[config.mk]
export PLATFORM = sky130hd
export DESIGN_NAME = spi_pwm_config
export DESIGN_NICKNAME = d
export VERILOG_FILES = /design/src/rtl/spi_pwm_config.sv
export SDC_FILE = /design/constraint.sdc
export NUM_CORES = 1
export LEC_CHECK = 0
export ABC_AREA = 1
export BUFFER_PORTS_ARGS = -buffer_cell sky130_fd_sc_hd__clkbuf_2
export CORE_MARGIN = 2
export CORE_UTILIZATION = 40
export CTS_BUF_LIST = sky130_fd_sc_hd__clkbuf_4 sky130_fd_sc_hd__clkbuf_8 sky130_fd_sc_hd__clkbuf_16
export DETAILED_ROUTE_END_ITERATION = 10
export SLEW_MARGIN = 20
export SYNTH_ARGS = -nofsm -noshare
export SYNTH_HDL_FRONTEND = slang
export SYNTH_SLANG_ARGS = --single-unit
[constraint.sdc]
create_clock -name clk -period 2.25 [get_ports clk]
set_input_delay 0.45 -clock clk [delete_from_list [all_inputs] [get_ports clk]]
set_output_delay 0.45 -clock clk [all_outputs]
set_load 0.01 [all_outputs]
[src/rtl/spi_pwm_config.sv]
// SPI mode-0 write-only target that loads the PWM configuration register bank.
// All SPI pins are synchronized into clk; frames commit on the nCS rising edge.
module spi_pwm_config #(
  parameter int unsigned SYNC_STAGES = 2,
  parameter int unsigned FRAME_BITS  = 16,
  parameter int unsigned NUM_REGS    = 5
) (
  input  logic       clk,
  input  logic       rst,
  input  logic       sclk,
  input  logic       copi,
  input  logic       ncs,
  output logic [7:0] en_reg_out_7_0,
  output logic [7:0] en_reg_out_15_8,
  output logic [7:0] en_reg_pwm_7_0,
  output logic [7:0] en_reg_pwm_15_8,
  output logic [7:0] pwm_duty_cycle,
  output logic       wr_strobe,
  output logic       frame_err
);

  localparam int unsigned DATA_W  = 8;
  localparam int unsigned ADDR_W  = FRAME_BITS - DATA_W - 1;
  localparam int unsigned CNT_MAX = FRAME_BITS + 1;
  localparam int unsigned CNT_W   = $clog2(CNT_MAX + 1);

  typedef enum logic [1:0] {
    ST_IDLE,
    ST_SHIFT,
    ST_COMMIT
  } state_e;

  logic [SYNC_STAGES-1:0] sclk_sync_q, copi_sync_q, ncs_sync_q;
  logic                   sclk_prev_q, ncs_prev_q;
  logic                   sclk_s, copi_s, ncs_s;
  logic                   sclk_rise, ncs_fall, ncs_rise;

  state_e                 state_q, state_d;
  logic [FRAME_BITS-1:0]  sr_q, sr_d;
  logic [CNT_W-1:0]       cnt_q, cnt_d;
  logic [DATA_W-1:0]      regs_q [NUM_REGS];
  logic [DATA_W-1:0]      regs_d [NUM_REGS];
  logic                   wr_strobe_q, wr_strobe_d;
  logic                   frame_err_q, frame_err_d;
  logic [ADDR_W-1:0]      addr;
  logic                   frame_ok;

  // Input synchronizers plus one history flop for edge detection
  always_ff @(posedge clk or posedge rst) begin
    if (rst) begin
      sclk_sync_q <= '0;
      copi_sync_q <= '0;
      ncs_sync_q  <= '1;
      sclk_prev_q <= 1'b0;
      ncs_prev_q  <= 1'b1;
    end else begin
      sclk_sync_q <= {sclk_sync_q[SYNC_STAGES-2:0], sclk};
      copi_sync_q <= {copi_sync_q[SYNC_STAGES-2:0], copi};
      ncs_sync_q  <= {ncs_sync_q[SYNC_STAGES-2:0], ncs};
      sclk_prev_q <= sclk_s;
      ncs_prev_q  <= ncs_s;
    end
  end

  assign sclk_s    = sclk_sync_q[SYNC_STAGES-1];
  assign copi_s    = copi_sync_q[SYNC_STAGES-1];
  assign ncs_s     = ncs_sync_q[SYNC_STAGES-1];
  assign sclk_rise = sclk_s & ~sclk_prev_q;
  assign ncs_fall  = ~ncs_s & ncs_prev_q;
  assign ncs_rise  = ncs_s & ~ncs_prev_q;

  assign addr     = sr_q[FRAME_BITS-2 -: ADDR_W];
  assign frame_ok = (cnt_q == CNT_W'(FRAME_BITS)) && sr_q[FRAME_BITS-1] &&
                    (addr < ADDR_W'(NUM_REGS));

  // State, shift register, counter and register bank
  always_ff @(posedge clk or posedge rst) begin
    if (rst) begin
      state_q     <= ST_IDLE;
      sr_q        <= '0;
      cnt_q       <= '0;
      wr_strobe_q <= 1'b0;
      frame_err_q <= 1'b0;
      for (int i = 0; i < NUM_REGS; i++) regs_q[i] <= '0;
    end else begin
      state_q     <= state_d;
      sr_q        <= sr_d;
      cnt_q       <= cnt_d;
      wr_strobe_q <= wr_strobe_d;
      frame_err_q <= frame_err_d;
      regs_q      <= regs_d;
    end
  end

  // Frame FSM: capture bits while selected, then validate and commit once
  always_comb begin
    state_d     = state_q;
    sr_d        = sr_q;
    cnt_d       = cnt_q;
    regs_d      = regs_q;
    wr_strobe_d = 1'b0;
    frame_err_d = 1'b0;
    case (state_q)
      ST_IDLE: begin
        if (ncs_fall) begin
          sr_d    = '0;
          cnt_d   = '0;
          state_d = ST_SHIFT;
        end
      end
      ST_SHIFT: begin
        if (ncs_rise) begin
          state_d = ST_COMMIT;
        end else if (sclk_rise && !ncs_s) begin
          sr_d = {sr_q[FRAME_BITS-2:0], copi_s};
          if (cnt_q != CNT_W'(CNT_MAX)) cnt_d = cnt_q + CNT_W'(1);
        end
      end
      ST_COMMIT: begin
        if (frame_ok) begin
          for (int i = 0; i < NUM_REGS; i++) begin
            if (addr == ADDR_W'(i)) regs_d[i] = sr_q[DATA_W-1:0];
          end
          wr_strobe_d = 1'b1;
        end else begin
          frame_err_d = 1'b1;
        end
        // A new selection arriving during commit starts the next frame directly
        if (ncs_fall) begin
          sr_d    = '0;
          cnt_d   = '0;
          state_d = ST_SHIFT;
        end else begin
          state_d = ST_IDLE;
        end
      end
      default: state_d = ST_IDLE;
    endcase
  end

  assign en_reg_out_7_0  = regs_q[0];
  assign en_reg_out_15_8 = regs_q[1];
  assign en_reg_pwm_7_0  = regs_q[2];
  assign en_reg_pwm_15_8 = regs_q[3];
  assign pwm_duty_cycle  = regs_q[4];
  assign wr_strobe       = wr_strobe_q;
  assign frame_err       = frame_err_q;

endmodule

==> results.ini <==
[yosys]
synth_most_common_cell = nand2_1
yosys_warnings = 0
netlist_area_um2 = 3158
synth.distinct_cells = 28
seq_area_frac_synth_pct = 57.96
synth.top_cell.area_share_pct = 55.47
async_reset_ff_share_pct = 100.0
syn_avg_cell_area_um2 = 10.06
yosys_register_bits = 73
syn_inst = 314
yosys-top-cells-area = dfrtp_1 (55%), nand2_1 (11%), nand4_1 (8.3%), nand3_4 (2.8%), o22ai_1 (2.8%)
synthFlopType = dfrtp_1
netlist_top_cells_count = nand2_1 (94), dfrtp_1 (70), nand4_1 (42), inv_1 (23), o22ai_1 (14)
synth_nets = 322
synth_top_cell_by_area = dfrtp_1
synth-edff-count = 0

[timing]
max_freq_ghz = 0.5103
tns_ns = 0
slew_headroom_pct = 59.31
skew_ns = 0.01180
rsz0062_at_grt = no
post-route-min-period_ns = 1.959
setup_violations = 0
hold_violations = 0
period_share_pct = 87.09
worst_slack_ns = 0.2905
tightest_slew_ns = 0.6103
slew_viol_final = 0

[clock_network]
clk_pin_slew_worst_paths_ns = 0.08
cts_sinks = 73
htreeDepth = 3
hold_buffers = 0
cts-root-buf = clkbuf_8
cts_made_buffers = 9
cts_tree = built
clk_path_buf_depth = 2
post-cts-setup-buffers = 0
post_cts_resized = 0
clk_latency_ns = 0.34

[pwr]
vdd_drop_max_uv = 296.7
comb_power_share_pct = 6.8
p_leak_nw = 1.852
power_switching_share_pct = 27.05
internal_power_w = 0.001814
seqPwrFrac_pct = 56.2
p_sw_w = 0.0006727
power_frac_clock_pct = 37.0
power.total_w = 0.002487
power_density_nw_per_um2 = 685.7

[drt]
ant_nets = 0
wl_per_cell_um = 13.88
drt_pass1_iterations = 4
vias = 2358
drt_iter0_drc = 96
routed_wl_mm = 6.523
via_per_inst = 5.017
drc_errors = 0

[critical_path]
slowest_delay_ns = 0.52
arrival_ns = 2.24
crit_path_end_kind = flip-flop
path_delay_family = simple AND/OR/NAND/NOR gates
crit_type = flip-flop to flip-flop
path_cells = inv_1 -> ha_1 -> nand2_1 -> inv_1 -> nand3_2 -> nor2_8 -> buf_4 -> nand4_1 -> nand2_1
crit_fanout = 44
worst-path-buf-inv = 3
cp-start-kind = flip-flop
required_ns = 2.53
crit_path_top_delay_cell = nor2_8

[global_routing]
antenna_found_initial = 0
grt.busiest_layer = met1
grt_pass1_vias = 2141
met2_usage_pct = 23.07
grt_use_total_pct = 16.05
met3_usage_pct = 3.743
grt_max_degree = 74
met1_usage_pct = 24.26
grt_pass1_wl_mm = 10.78
grt_overflow_total = 0

[status]
run_status = complete, no violations

[placed_design]
gp_congestion = 0.7416
hpwl_mm = 4.310
port_buffers = 46
place_inst = 454
dpl_worst_slack_ns = 0.2974

[floorplan]
coreArea_um2 = 7687
floorplan.initialDensity_pct = 41.08
dieArea_um2 = 8622
io_pins = 47
die_h_um = 92.86
core.rowCount = 32
die_w_um = 92.86

[finish]
antenna_cells = 0
syn_to_final_growth_pct = 14.82
nets = 371
final_layout_size_suffix_gt1_share_pct = 24.73
instances_no_fill = 470

[hold_path]
hold_path.class = primary input to flip-flop

[flow_run]
drv_cap = 0

area by class of cell:
class,count,area (um^2)
clock inverters,6,43.79
inverters,24,96.34
flip-flops and latches,73,1831
clock buffers,10,131.4
repair buffers,50,272.8
well taps,102,127.6
fillers,776,4061
multi-input cells,205,1124
metrics by stage:
stage               hold slack, ns  utilization (%)  area, um^2
floorplan                   0.3312                -        3162
global placement            0.3349            44.89        3451
detailed placement          0.3381            44.89        3451
CTS                         0.1608            47.17        3626
global route                0.1560            47.17        3626
finish                      0.1805            47.17        3626
path summary, 6_finish.rpt:
kind | startpoint | to | slack (ns) | cells past startpoint
max | cnt_q[0] | en_reg_out_7_0[6] | 0.29 | 9
min | ncs | ncs_sync_q[0] | 0.18 | 1
max reg2reg | cnt_q[0] | en_reg_out_7_0[6] | 0.29 | 9
min reg2reg | copi_sync_q[0] | copi_sync_q[1] | 0.35 | 0
max in group asynchronous | rst | ncs_sync_q[1] | 1.73 | 3
min in group asynchronous | rst | en_reg_out_15_8[0] | 0.19 | 3
state kept, by name, summed over array words and instances (netlist names):
signal,flops
sr_q,16
ncs_sync_q,2
sclk_sync_q,2
ncs_prev_q,1
cnt_q,5
en_reg_pwm_15_8,8
state_q,2
en_reg_pwm_7_0,8
sclk_prev_q,1
en_reg_out_7_0,8
en_reg_out_15_8,8
wr_strobe,1
copi_sync_q,2
pwm_duty_cycle,8
frame_err,1
metal layers:
metal | routed length, um | share of wire, %
met1 | 3174 | 49
met2 | 2985 | 46
met3 | 298 | 4.6
met4 | 64 | 0.98
met5 | 0 | 0
power groups by stage:
| stage | Sequential (W) | Clock [W] | Combinational [W] |
|---|---|---|---|
| 2_1_floorplan | 0.00140 | 0 | 0.000150 |
| 3_3_place_gp | 0.00142 | 0 | 0.000170 |
| 3_5_place_dp | 0.00142 | 0 | 0.000173 |
| 4_1_cts | 0.00140 | 0.000948 | 0.000174 |
| 5_1_grt | 0.00140 | 0.00101 | 0.000197 |
| 6_report | 0.00140 | 0.000921 | 0.000169 |
kinds of logic after synthesis:
kind of cell             after synthesis  share of synthesized area, %
adder cells (fa/ha/maj)                3                         1.189
AND/OR/NAND/NOR                      177                         29.56
XOR/XNOR                               1                        0.2774
flip-flops                            73                         57.96
AO/OA/AOI/OAI                         24                         4.556
buffers and inverters                 36                         6.458
cell usage in the layout (no fill, tap or decap):
| cell | n |
|---|---|
| clkbuf_2 | 46 |
| nand2_1 | 94 |
| o21ai_1 | 5 |
| nand3_4 | 5 |
| dfstp_2 | 3 |
| o22ai_1 | 14 |
| xor2_1 | 1 |
| nor2_2 | 5 |
| clkbuf_4 | 1 |
| clkinv_2 | 1 |
| clkbuf_8 | 9 |
| o21ai_2 | 1 |
| inv_6 | 1 |
| clkinvlp_4 | 5 |
| nand2_2 | 3 |
| nand2_4 | 2 |
| buf_4 | 3 |
| o21bai_1 | 1 |
| nand3b_1 | 2 |
| inv_4 | 1 |
| buf_12 | 1 |
| nor2_4 | 2 |
| nand3_1 | 10 |
| o21ai_0 | 3 |
| nand4_1 | 42 |
| nor3_1 | 2 |
| nor2_8 | 1 |
| nor2_1 | 8 |
| nand3_2 | 1 |
| dfrtp_1 | 70 |
| inv_1 | 22 |
| ha_1 | 3 |
Power figures use the tool's default switching activity.
